$ cat config.mk
export PLATFORM = sky130hd
export DESIGN_NAME = voice_scheduler
export DESIGN_NICKNAME = d
export VERILOG_FILES = /design/src/rtl/music_pkg.sv /design/src/rtl/first_free_picker.sv /design/src/rtl/voice_scheduler.sv
export SDC_FILE = /design/constraint.sdc
export NUM_CORES = 1
export LEC_CHECK = 0
export CORE_ASPECT_RATIO = 0.75
export CORE_MARGIN = 8
export CORE_UTILIZATION = 55
export DETAILED_ROUTE_END_ITERATION = 8
export PLACE_DENSITY = 0.84
export SLEW_MARGIN = 20
export SYNTH_ARGS = -nofsm -noshare
export SYNTH_HDL_FRONTEND = slang
export SYNTH_HIERARCHICAL = 1
export SYNTH_SLANG_ARGS = --single-unit
$ cat constraint.sdc
create_clock -name clk_i -period 3.8 [get_ports clk_i]
set_input_delay 0.76 -clock clk_i [delete_from_list [all_inputs] [get_ports clk_i]]
set_output_delay 0.76 -clock clk_i [all_outputs]
set_load 0.1 [all_outputs]
$ cat src/rtl/music_pkg.sv
// Shared note-word layout and scheduler state encoding for the note datapath.
// Word: [15] rest flag, [14:9] note, [8:3] duration/beats, [2:1] stereo, [0] unused.
package music_pkg;

  localparam int WORD_W   = 16;
  localparam int REST_BIT = 15;
  localparam int NOTE_MSB = 14;
  localparam int NOTE_LSB = 9;
  localparam int DUR_MSB  = 8;
  localparam int DUR_LSB  = 3;
  localparam int ST_MSB   = 2;
  localparam int ST_LSB   = 1;

  localparam int NOTE_W = NOTE_MSB - NOTE_LSB + 1;
  localparam int DUR_W  = DUR_MSB - DUR_LSB + 1;
  localparam int ST_W   = ST_MSB - ST_LSB + 1;

  // DISP is the cycle the load strobe is on the bus; REQ only holds a
  // request that could not go out because play was low.
  typedef enum logic [2:0] {
    S_IDLE  = 3'd0,
    S_REQ   = 3'd1,
    S_WAIT  = 3'd2,
    S_ALLOC = 3'd3,
    S_DISP  = 3'd4,
    S_REST  = 3'd5
  } sched_state_e;

  typedef struct packed {
    logic              rest;
    logic [NOTE_W-1:0] note;
    logic [DUR_W-1:0]  dur;
    logic [ST_W-1:0]   st;
  } note_word_t;

  function automatic note_word_t decode_word(input logic [WORD_W-1:1] w);
    note_word_t r;
    r.rest = w[REST_BIT];
    r.note = w[NOTE_MSB:NOTE_LSB];
    r.dur  = w[DUR_MSB:DUR_LSB];
    r.st   = w[ST_MSB:ST_LSB];
    return r;
  endfunction

endpackage

$ cat src/rtl/first_free_picker.sv
// Picks the lowest-index free voice as a one-hot grant; any_free_o flags
// that at least one voice can take a note.
module first_free_picker #(
  parameter int N = 3
) (
  input  logic [N-1:0] free_i,
  output logic [N-1:0] grant_o,
  output logic         any_free_o
);

  logic seen;

  always_comb begin
    grant_o = '0;
    seen    = 1'b0;
    for (int i = 0; i < N; i++) begin
      if (free_i[i] && !seen) begin
        grant_o[i] = 1'b1;
        seen       = 1'b1;
      end
    end
  end

  assign any_free_o = |free_i;

endmodule

$ cat src/rtl/voice_scheduler.sv
// Fetches note words, dispatches notes to the lowest free voice over a shared
// load bus, times rests in beats and stalls fetching while all voices are busy.
module voice_scheduler
  import music_pkg::*;
#(
  parameter int NUM_VOICES = 3
) (
  input  logic                  clk_i,
  input  logic                  reset_i,
  input  logic                  play_i,
  input  logic                  beat_i,
  input  logic [WORD_W-1:0]     note_in_i,
  input  logic                  note_valid_i,
  output logic                  note_req_o,
  input  logic [NUM_VOICES-1:0] voice_done_i,
  output logic [NUM_VOICES-1:0] voice_load_o,
  output logic [NOTE_W-1:0]     voice_note_o,
  output logic [DUR_W-1:0]      voice_duration_o,
  output logic [ST_W-1:0]       voice_stereo_o,
  output logic [NUM_VOICES-1:0] voice_busy_o,
  output logic                  advance_time_o
);

  sched_state_e state_q, state_d;
  note_word_t   word_q, word_d, cur_word;

  logic [DUR_W-1:0]      rest_cnt_q, rest_cnt_d;
  logic [NUM_VOICES-1:0] busy_q, busy_d;
  logic [NUM_VOICES-1:0] load_q, load_d;
  logic [NUM_VOICES-1:0] free_vec, grant;
  logic                  any_free;
  logic                  note_req_q, note_req_d;
  logic                  adv_q;
  logic                  go_req;
  logic [NOTE_W-1:0]     bus_note_q, bus_note_d;
  logic [DUR_W-1:0]      bus_dur_q, bus_dur_d;
  logic [ST_W-1:0]       bus_st_q, bus_st_d;
  logic                  unused_bit0;

  assign unused_bit0 = note_in_i[0];

  // A done frees its voice for dispatch in the same cycle, except on the
  // cycle that voice is being loaded: the new note keeps it busy.
  assign free_vec = ~(busy_q & ~(voice_done_i & ~load_q));

  first_free_picker #(.N(NUM_VOICES)) u_pick (
    .free_i     (free_vec),
    .grant_o    (grant),
    .any_free_o (any_free)
  );

  // In WAIT the word is taken straight off the input so a free voice is
  // loaded the cycle after note_valid; a stalled ALLOC uses the latched word.
  assign cur_word = (state_q == S_WAIT) ? decode_word(note_in_i[WORD_W-1:1]) : word_q;

  always_comb begin
    state_d    = state_q;
    word_d     = word_q;
    rest_cnt_d = rest_cnt_q;
    load_d     = '0;
    note_req_d = 1'b0;
    bus_note_d = bus_note_q;
    bus_dur_d  = bus_dur_q;
    bus_st_d   = bus_st_q;
    go_req     = 1'b0;

    case (state_q)
      S_IDLE: if (play_i) go_req = 1'b1;
      S_REQ:  go_req = 1'b1;
      S_WAIT: begin
        if (note_valid_i) begin
          word_d = cur_word;
          if (cur_word.dur == '0) begin
            go_req = 1'b1;
          end else if (cur_word.rest) begin
            rest_cnt_d = cur_word.dur;
            state_d    = S_REST;
          end else begin
            state_d = S_ALLOC;
          end
        end
      end
      S_ALLOC: ;
      S_DISP:  go_req = 1'b1;
      S_REST: begin
        if (play_i && beat_i) begin
          rest_cnt_d = rest_cnt_q - DUR_W'(1);
          if (rest_cnt_q == DUR_W'(1)) go_req = 1'b1;
        end
      end
      default: state_d = S_IDLE;
    endcase

    if (state_d == S_ALLOC && play_i && any_free) begin
      load_d     = grant;
      bus_note_d = cur_word.note;
      bus_dur_d  = cur_word.dur;
      bus_st_d   = cur_word.st;
      state_d    = S_DISP;
    end

    // A request that cannot issue while paused parks in REQ.
    if (go_req) begin
      if (play_i) begin
        note_req_d = 1'b1;
        state_d    = S_WAIT;
      end else begin
        state_d = S_REQ;
      end
    end

    busy_d = ~free_vec | load_d;
  end

  always_ff @(posedge clk_i or posedge reset_i) begin
    if (reset_i) begin
      state_q    <= S_IDLE;
      word_q     <= '0;
      rest_cnt_q <= '0;
      busy_q     <= '0;
      load_q     <= '0;
      note_req_q <= 1'b0;
      adv_q      <= 1'b0;
      bus_note_q <= '0;
      bus_dur_q  <= '0;
      bus_st_q   <= '0;
    end else begin
      state_q    <= state_d;
      word_q     <= word_d;
      rest_cnt_q <= rest_cnt_d;
      busy_q     <= busy_d;
      load_q     <= load_d;
      note_req_q <= note_req_d;
      adv_q      <= play_i;
      bus_note_q <= bus_note_d;
      bus_dur_q  <= bus_dur_d;
      bus_st_q   <= bus_st_d;
    end
  end

  assign note_req_o       = note_req_q;
  assign voice_load_o     = load_q;
  assign voice_note_o     = bus_note_q;
  assign voice_duration_o = bus_dur_q;
  assign voice_stereo_o   = bus_st_q;
  assign voice_busy_o     = busy_q;
  assign advance_time_o   = adv_q;

endmodule

* Yosys cells after proc, flatten, opt, wreduce, memory -nomap -nowiden
Cells that the tools add are included.
** Operators by class
- $add $sub $neg :: 1
- Reductions and logical operators :: 15
- Equal/unequal tests :: 11
- Bitwise gates (word level) :: 7
- Multiplexer cells :: 25
** Operators by type and width (count)
- $mux W6 :: 4
- $mux W3 :: 6
- $mux W15 :: 1
- $not A3 Y3 :: 4
- $pmux W6 S2 :: 1
- $mux W1 :: 10
- $eq A3 B2 Y1 const B :: 3
- $ne A2 B2 Y1 const B :: 4
- $and A3 B3 Y3 :: 2
- $eq A3 B3 Y1 const B :: 2
- $eq A6 B1 Y1 const B :: 1
- $logic_not A6 Y1 :: 1
- $pmux W3 S2 :: 1
- $sub A6 B1 Y6 const B :: 1
- $logic_and A1 B1 Y1 :: 5
- $reduce_and A5 Y1 :: 1
- $reduce_or A5 Y1 :: 1
- $pmux W1 S4 :: 1
- $eq A3 B1 Y1 const B :: 1
- $logic_not A3 Y1 :: 1
- $or A3 B3 Y3 :: 1
- $reduce_or A3 Y1 :: 1
- $logic_not A1 Y1 :: 2
- $mux W2 :: 1
- 3 further kinds :: 3
** Word-level totals
- Output and inout port bits :: 22
- Register bits after elaboration :: 46
- Input bits :: 24

* Longest topological paths before layout
Gate-level depths: netlist (run 1).
- Depth in word-level cells :: 14
- Gate-level depth with buffers :: 9
- Depth with buffers taken out :: 8

* Cells and area by module
Netlist (run 1), hierarchy kept.
** By module, submodules not included
- voice_scheduler :: times used 1, area each 2319.7 um^2, seq. area each 1126.1 um^2, cells an instance 181
- first_free_picker :: times used 1, area each 27.5 um^2, seq. area each 0.0 um^2, cells an instance 4

* Worst setup path before layout (run 1)
OpenSTA, ideal clock, no wires.
- Kind :: register to register
- From :: reg busy_q[0], in the netlist voice_busy_o[0]
- To :: reg bus_dur_q[0], in the netlist voice_duration_o[0]
- Setup slack :: 1.286 ns
- Setup time :: 0.126 ns
- Data required time :: 3.674 ns
- Stages on the path, launching flop included :: 9
- Arrival time :: 2.388 ns
- Cell sequence :: dfrtp_1 -> o21ai_0 -> or3_1 -> nand2_1 -> a21oi_1 -> nand3_2 -> a21oi_4 -> buf_12 -> mux2_4
** On the way
- Cells in the longest elaborated chain, start to end :: 4
** RTL lines
- from (decl) :: RTL line voice_scheduler.sv:28 : logic [NUM_VOICES-1:0] busy_q, busy_d;
- from (signal assigned) :: RTL line voice_scheduler.sv:131 : busy_q <= busy_d;
- $and A3 B3 Y3 :: RTL line voice_scheduler.sv:44 : assign free_vec = ~(busy_q & ~(voice_done_i & ~load_q));
- $not A3 Y3 :: RTL line voice_scheduler.sv:44
- net free_vec[0] :: RTL line voice_scheduler.sv:30 : logic [NUM_VOICES-1:0] free_vec, grant;
- $reduce_or A3 Y1 :: RTL line first_free_picker.sv:24 : assign any_free_o = |free_i;
- net any_free :: RTL line voice_scheduler.sv:31 : logic any_free;
- $logic_and A1 B1 Y1 :: RTL line voice_scheduler.sv:94 : if (state_d == S_ALLOC && play_i && any_free) begin
- to (signal assigned) :: RTL line voice_scheduler.sv:136 : bus_dur_q <= bus_dur_d;
- to (decl) :: RTL line voice_scheduler.sv:36 : logic [DUR_W-1:0] bus_dur_q, bus_dur_d;
The timed path passes the listed nets, and every way through them passes these cells.
A chain may end at the register's enable or synchronous reset.

* Worst setup path in the final report (run 1)
- From :: in voice_done_i[1]
- To :: reg bus_dur_q[4], in the netlist voice_duration_o[4]
** On the way
- Cells in the longest elaborated chain, start to end :: 6
** RTL lines
- from (decl) :: RTL line voice_scheduler.sv:15 : input logic [NUM_VOICES-1:0] voice_done_i,
- $and A3 B3 Y3 :: RTL line voice_scheduler.sv:44
- $not A3 Y3 :: RTL line voice_scheduler.sv:44
- $and A3 B3 Y3 :: RTL line voice_scheduler.sv:44
- $not A3 Y3 :: RTL line voice_scheduler.sv:44
- net free_vec[1] :: RTL line voice_scheduler.sv:30
- $reduce_or A3 Y1 :: RTL line first_free_picker.sv:24
- net any_free :: RTL line voice_scheduler.sv:31
- $logic_and A1 B1 Y1 :: RTL line voice_scheduler.sv:94
The timed path passes the listed nets, and every way through them passes these cells.

==> results.py, run 1 <==
metrics = {
    "run_status": {
        "run_status": "finished clean",
    },
    "sta": {
        "grt_setup_unrepaired": "no",
        "skew_ns": 0.003947,
        "final.hold.worst_slack_ns": 0.5074,
        "finalCriticalPeriod_ns": 2.709,
        "setup-tns-final_ns": 0,
        "timing.fmax_ghz": 0.3692,
        "timing.final.setup_violations": 0,
        "maxSlewHeadroom_pct": 33.62,
        "worst_pin_slew_ns": 0.9927,
        "final-max-slew-violation-count": 0,
        "period_share_pct": 71.28,
        "hold_viol_final": 0,
    },
    "layout": {
        "area_growth_syn_to_layout_pct": 23.83,
        "num_antenna_cells": 0,
        "most_common_cell_after_layout_fill_and_taps_aside": "sky130_fd_sc_hd__dfrtp_1",
        "layout_common_cells": "sky130_fd_sc_hd__dfrtp_1, sky130_fd_sc_hd__clkdlybuf4s50_1, sky130_fd_sc_hd__mux2_2",
        "layout.nets": 257,
        "stdcell_area_um2": 2907,
        "final_layout_size_suffix_gt1_share_pct": 28.57,
    },
    "flow_run": {
        "maxCapViolations": 0,
    },
    "global_routing": {
        "use_met1_pct": 19.57,
        "grt_most_used_layer": "met2",
        "overall_track_demand_over_capacity_in_global_routing_pct": 16.01,
        "grt_antenna_before_repair": 0,
        "grt_max_degree": 26,
        "groute.layer.met3.usage_pct": 5.447,
        "first_global_vias": 1720,
        "overflow": 0,
        "grt_pass1_wl_um": 8528,
        "grt_util_met2_pct": 25.82,
    },
    "yosys": {
        "syn-cell-area_um2": 2347,
        "synth_flop_cell": "sky130_fd_sc_hd__dfrtp_1",
        "post_synthesis_sequential_element_count": 45,
        "mappedNetlistNets": 211,
        "number_of_synthesized_flops_with_an_enable_pin": 0,
        "synthCells": 185,
        "syn-mean-instance-area_um2": 12.69,
        "async_flop_share_pct": 100.0,
        "synth.lib_cells_used.distinct": 49,
        "synth.yosys.warnings": 6,
        "largest_area_contributor_in_the_synthesized_netlist": "sky130_fd_sc_hd__dfrtp_1",
        "yosysTopAreaCellShare_pct": 47.97,
        "ys_seq_area_share_pct": 47.97,
        "netlist_top_cells_area": "sky130_fd_sc_hd__dfrtp_1, sky130_fd_sc_hd__mux2_2, sky130_fd_sc_hd__mux2_4",
    },
    "route": {
        "vias_per_cell": 5.717,
        "drt-initial-drc-count": 59,
        "vias": 1635,
        "detailedRoute.firstPassIterationCount": 4,
        "remaining_drc_errors": 0,
        "drt-total-wl_um": 5079,
        "routed_wire_length_per_instance_um": 17.76,
        "ant_nets": 0,
    },
    "clocking": {
        "clock_insertion_delay_worst_skew_ns": 0.30,
        "postCtsSetupRepairBufs": 0,
        "post_cts.resized_instances": 0,
        "total_cts_buffers": 5,
        "cts.htree.levels": 2,
        "root_buffer": "sky130_fd_sc_hd__clkbuf_8",
        "clk_transition_reported_paths_ns": 0.08,
        "cts_tree": "built",
        "cts.sink_count": 45,
        "post_cts_hold_buffer_count": 0,
        "cts_max_path_buffers": 2,
    },
    "worst_setup_path": {
        "worstReg2RegEnd": "voice_duration_o[4]$_DFFE_PP0P_",
        "required_time_worst_endpoint_ns": 3.98,
        "worst_path_largest_cell_delay_ns": 0.46,
        "critical_path.cell_chain": "clkdlybuf4s50_1 > inv_1 > o21ai_0 > or3_1 > nand2_1 > a21oi_1 > nand3_2 > a21oi_4 > buf_4 > mux2_4",
        "worstSetupEndpointType": "flip-flop",
        "cp_data_arrival_time_ns": 2.89,
        "start_point_of_the_critical_path": "voice_done_i[1]",
        "r2r_setup_slack_ns": 1.64,
        "cp_max_fo": 10,
        "cell_type_of_the_slowest_stage_on_the_worst_timing_path": "sky130_fd_sc_hd__clkdlybuf4s50_1",
        "critical_path.startpoint_type": "input port",
        "worst-r2r-cell-count": 6,
        "crit_type": "in2reg",
        "worst_r2r_startpoint": "word_q[7]$_DFFE_PP0P_",
        "setup.worst_path.end": "voice_duration_o[4]$_DFFE_PP0P_",
    },
    "floorplanning": {
        "io-pin-count": 46,
        "chipWidth_um": 91.44,
        "design.core.area_um2": 4079,
        "die_height_um": 72.58,
        "start_util_pct": 57.55,
        "core.rowCount": 20,
        "design.die.area_um2": 6636,
    },
    "place": {
        "detailed_place.area_um2": 2820,
        "port-buffer-count": 44,
        "gpl.final_weighted_congestion": 0.7856,
        "hpwlAfterDp_um": 3746,
    },
    "min_path": {
        "hold_class": "reg2reg",
    },
}
[final cells by class]
type / count / area [um^2]
flip-flops and latches: 45 / 1126
repair buffers: 49 / 490.5
fillers: 276 / 1172
multi-input cells: 121 / 1101
well taps: 55 / 68.82
clock buffers: 7 / 86.33
inverters: 9 / 33.78
[flip-flops by register name, summed over array words and instances (netlist names)]
signal            count
advance_time_o        1
note_req_o            1
rest_cnt_q            6
state_q               3
voice_busy_o          3
voice_duration_o      6
voice_load_o          3
voice_note_o          6
voice_stereo_o        2
word_q               14
[kinds of logic after synthesis]
| group | count (synthesis) | synth area share [%] |
|---|---|---|
| AOI/OAI and AO/OA | 39 | 12.69 |
| adders and majority gates | 2 | 1.066 |
| buffers and inverters | 19 | 5.117 |
| DFF | 45 | 47.97 |
| muxes | 42 | 21.80 |
| and+or+nand+nor | 38 | 11.35 |
[how the worst min path moves through the flow]
stage / slack (ns) / from / to / depth (start not counted)
2_1_floorplan: 0.46 / rest_cnt_q[5]$_DFFE_PP0P_ / rest_cnt_q[5]$_DFFE_PP0P_ / 2
3_3_place_gp: 0.48 / rest_cnt_q[5]$_DFFE_PP0P_ / rest_cnt_q[5]$_DFFE_PP0P_ / 2
3_5_place_dp: 0.49 / word_q[0]$_DFFE_PP0P_ / word_q[0]$_DFFE_PP0P_ / 1
4_1_cts: 0.51 / word_q[9]$_DFFE_PP0P_ / word_q[9]$_DFFE_PP0P_ / 1
5_1_grt: 0.54 / voice_duration_o[4]$_DFFE_PP0P_ / voice_duration_o[4]$_DFFE_PP0P_ / 1
6_report: 0.51 / word_q[9]$_DFFE_PP0P_ / word_q[9]$_DFFE_PP0P_ / 1
[critical path, delay by kind of cell]
| kind | cells | cell delay [ns] |
|---|---|---|
| compound gates | 3 | 0.72 |
| buf+inv | 3 | 0.69 |
| mux | 1 | 0.32 |
| simple gates | 3 | 0.39 |
[synth_stat cells (2+ instances only)]
| library cell | count |
|---|---|
| sky130_fd_sc_hd__or4_4 | 2 |
| sky130_fd_sc_hd__nor3b_1 | 2 |
| sky130_fd_sc_hd__a21bo_2 | 3 |
| sky130_fd_sc_hd__clkbuf_1 | 2 |
| sky130_fd_sc_hd__and2_1 | 5 |
| sky130_fd_sc_hd__ha_1 | 2 |
| sky130_fd_sc_hd__nand2_1 | 6 |
| sky130_fd_sc_hd__buf_6 | 3 |
| sky130_fd_sc_hd__buf_2 | 2 |
| sky130_fd_sc_hd__or3_1 | 4 |
| sky130_fd_sc_hd__inv_1 | 9 |
| sky130_fd_sc_hd__nand3_1 | 5 |
| sky130_fd_sc_hd__o21ai_0 | 10 |
| sky130_fd_sc_hd__dfrtp_1 | 45 |
| sky130_fd_sc_hd__mux2_2 | 29 |
| sky130_fd_sc_hd__o22ai_1 | 2 |
| sky130_fd_sc_hd__o211ai_1 | 3 |
| sky130_fd_sc_hd__nor2_1 | 4 |
| sky130_fd_sc_hd__mux2i_1 | 2 |
| sky130_fd_sc_hd__a32o_1 | 2 |
| sky130_fd_sc_hd__a21oi_1 | 2 |
| sky130_fd_sc_hd__a2bb2oi_1 | 2 |
| sky130_fd_sc_hd__buf_4 | 2 |
| sky130_fd_sc_hd__nor2b_1 | 2 |
| sky130_fd_sc_hd__mux2_4 | 11 |
[metal layers]
layer  vias to the layer above  part of all wire (%)
met2                        36                    49
met3                         7                   5.2
met1                       822                    45
li1                        770                     -
met5                         -                     0
met4                         0                   1.2
[metrics by stage]
step / util, % / setup slack (ns) / instances
CTS: 71.26 / 1.115 / 286
finish: 71.26 / 1.091 / 286
detailed placement: 69.14 / 0.8125 / 279
floorplan: - / 1.286 / 185
global route: 71.26 / 0.9222 / 286
global placement: 69.14 / 0.8785 / 279
Power of run 1 is not shown: default switching activity piles up to over one toggle a cycle in this logic, so the estimate is an artifact.
==> run 2: changes to the inputs <==
CORE_UTILIZATION = 46   (was 55)
PLACE_DENSITY = 0.75   (was 0.84)
clock period = 2.2 ns   (was 3.8 ns; I/O delays follow)
==> results.py, run 2 (same netlist as run 1, synthesis figures left out) <==
metrics = {
    "clocking": {
        "cts.htree.levels": 2,
        "clk_transition_reported_paths_ns": 0.08,
        "clock_insertion_delay_worst_skew_ns": 0.30,
        "cts_tree": "built",
        "root_buffer": "sky130_fd_sc_hd__clkbuf_8",
        "post_cts_hold_buffer_count": 0,
        "cts_max_path_buffers": 2,
        "total_cts_buffers": 5,
        "cts.sink_count": 45,
    },
    "floorplanning": {
        "chipWidth_um": 98.49,
        "start_util_pct": 47.91,
        "io-pin-count": 46,
        "core.rowCount": 22,
        "design.die.area_um2": 7669,
        "design.core.area_um2": 4900,
        "die_height_um": 77.87,
    },
    "sta": {
        "final_critical_path_setup_slack_ns": 0.04331,
        "period_share_pct": 98.03,
        "skew_ns": 0.003536,
        "hold_viol_final": 0,
        "final-max-slew-violation-count": 0,
        "timing.final.setup_violations": 0,
        "timing.fmax_ghz": 0.4637,
        "finalCriticalPeriod_ns": 2.157,
        "maxSlewHeadroom_pct": 76.03,
        "worst_pin_slew_ns": 0.3595,
    },
    "worst_setup_path": {
        "critical_path.startpoint_type": "input port",
        "crit_type": "in2reg",
        "worstSetupEndpointType": "flip-flop",
        "required_time_worst_endpoint_ns": 2.38,
        "cp_data_arrival_time_ns": 2.34,
        "cp_max_fo": 8,
        "worst-r2r-cell-count": 6,
    },
    "layout": {
        "most_common_cell_after_layout_fill_and_taps_aside": "sky130_fd_sc_hd__buf_4",
        "registers.top_by_ff_count": "word_q",
        "fill_cells": 424,
        "area_growth_syn_to_layout_pct": 29.32,
        "max_ffs_per_register": 14,
        "layout_common_cells": "sky130_fd_sc_hd__buf_4, sky130_fd_sc_hd__dfrtp_1, sky130_fd_sc_hd__mux2_2",
        "instances_no_fill": 311,
        "num_antenna_cells": 0,
        "layout.nets": 277,
        "final_layout_size_suffix_gt1_share_pct": 46.61,
    },
    "min_path": {
        "hold_class": "in2async",
    },
    "global_routing": {
        "first_global_vias": 1734,
        "grt_pass1_wl_um": 8397,
        "overflow": 0,
        "overall_track_demand_over_capacity_in_global_routing_pct": 13.68,
        "grt_antenna_before_repair": 0,
        "grt_max_degree": 46,
    },
    "route": {
        "ant_nets": 0,
        "drt-total-wl_um": 4925,
        "detailedRoute.firstPassIterationCount": 4,
        "routed_wire_length_per_instance_um": 15.84,
        "vias_per_cell": 5.408,
        "vias": 1682,
        "remaining_drc_errors": 0,
        "drt-initial-drc-count": 49,
    },
    "place": {
        "gpl.final_weighted_congestion": 0.8153,
        "dpl.cell_count": 303,
        "port-buffer-count": 44,
        "placement.setup.worst_slack_ns": -0.3705,
        "hpwlAfterDp_um": 3636,
    },
    "power": {
        "vdd.ir_drop.worst_v": 0.0008168,
        "p_per_area_nw_per_um2": 1619,
        "power_leakage_nw": 1.333,
    },
    "run_status": {
        "run_status": "finished clean",
    },
    "flow_run": {
        "maxCapViolations": 0,
    },
}
run 2: worst paths after layout:
path | start | to | slack (ns)
worst max-delay path | note_in_i[7] | voice_duration_o[0]$_DFFE_PP0P_ | 0.04
worst min-delay path | reset_i | advance_time_o$_DFF_PP0_ | 0.49
worst min register to register | rest_cnt_q[5]$_DFFE_PP0P_ | rest_cnt_q[5]$_DFFE_PP0P_ | 0.51
max in group asynchronous | reset_i | voice_load_o[0]$_DFF_PP0_ | 1.50
worst max register to register | word_q[7]$_DFFE_PP0P_ | voice_duration_o[1]$_DFFE_PP0P_ | 0.07
min in group clk_i | rest_cnt_q[5]$_DFFE_PP0P_ | rest_cnt_q[5]$_DFFE_PP0P_ | 0.51
run 2: final cells by class:
class / count / area, um^2 / share of cell area [%]
Sequential cell: 45 / 1134 / 37.35
Multi-Input combinational cell: 121 / 1114 / 36.69
Timing Repair Buffer: 69 / 601.8 / 19.83
Tap cell: 60 / 75.07 / 2.473
Clock buffer: 6 / 72.57 / 2.391
Inverter: 9 / 33.78 / 1.113
Clock inverter: 1 / 5.005 / 0.1649
run 2: per-stage QoR:
step / hold slack [ns] / setup TNS (ns) / total power [W] / cell area (um^2) / utilization (%)
global route: 0.5193 / -0.00009814 / 0.005177 / 3035 / 61.95
floorplan: 0.4562 / 0 / 0.003821 / 2355 / -
detailed placement: 0.4924 / -6.196 / 0.004453 / 2934 / 59.88
CTS: 0.4879 / 0 / 0.004950 / 3019 / 61.62
global placement: 0.4743 / -5.837 / 0.004402 / 2934 / 59.88
finish: 0.4890 / 0 / 0.004914 / 3035 / 61.95
run 2: repair_timing:
| item | CTS | global route |
|---|---|---|
| endpoints found under the setup margin | 6 | 13 |
| resized for setup | 3 | 3 |
| pin swaps | 1 | 1 |
| setup buffers | 0 | 1 |
run 2: metal layers:
| layer | track usage (%) | part of all wire, % | up-vias |
|---|---|---|---|
| met5 | 0 | 0 | - |
| met4 | 5.954 | 2.0 | 0 |
| met3 | 4.902 | 6.3 | 9 |
| met2 | 20.73 | 44 | 39 |
| met1 | 17.26 | 47 | 829 |
| li1 | - | - | 805 |
run 2: worst max-delay path: stages:
cell,delay (ns)
sky130_fd_sc_hd__clkdlybuf4s50_1,0.42
sky130_fd_sc_hd__or4_4,0.58
sky130_fd_sc_hd__nor3_4,0.15
sky130_fd_sc_hd__a221o_2,0.21
sky130_fd_sc_hd__a21oi_4,0.08
sky130_fd_sc_hd__buf_12,0.16
sky130_fd_sc_hd__mux2_4,0.29
run 2: power by group:
group / switching (W) / internal, W
registers: 0.000241 / 0.00120
clock network: 0.000258 / 0.000216
logic: 0.00188 / 0.00112
total: 0.00238 / 0.00254
No activity file was read; power rests on OpenSTA's default activity.
==> run 3: changes to the inputs <==
ABC_AREA = 0   (was unset)
==> results of run 3 <==
No change in the layout: final DEF, timing and power equal those of run 2.
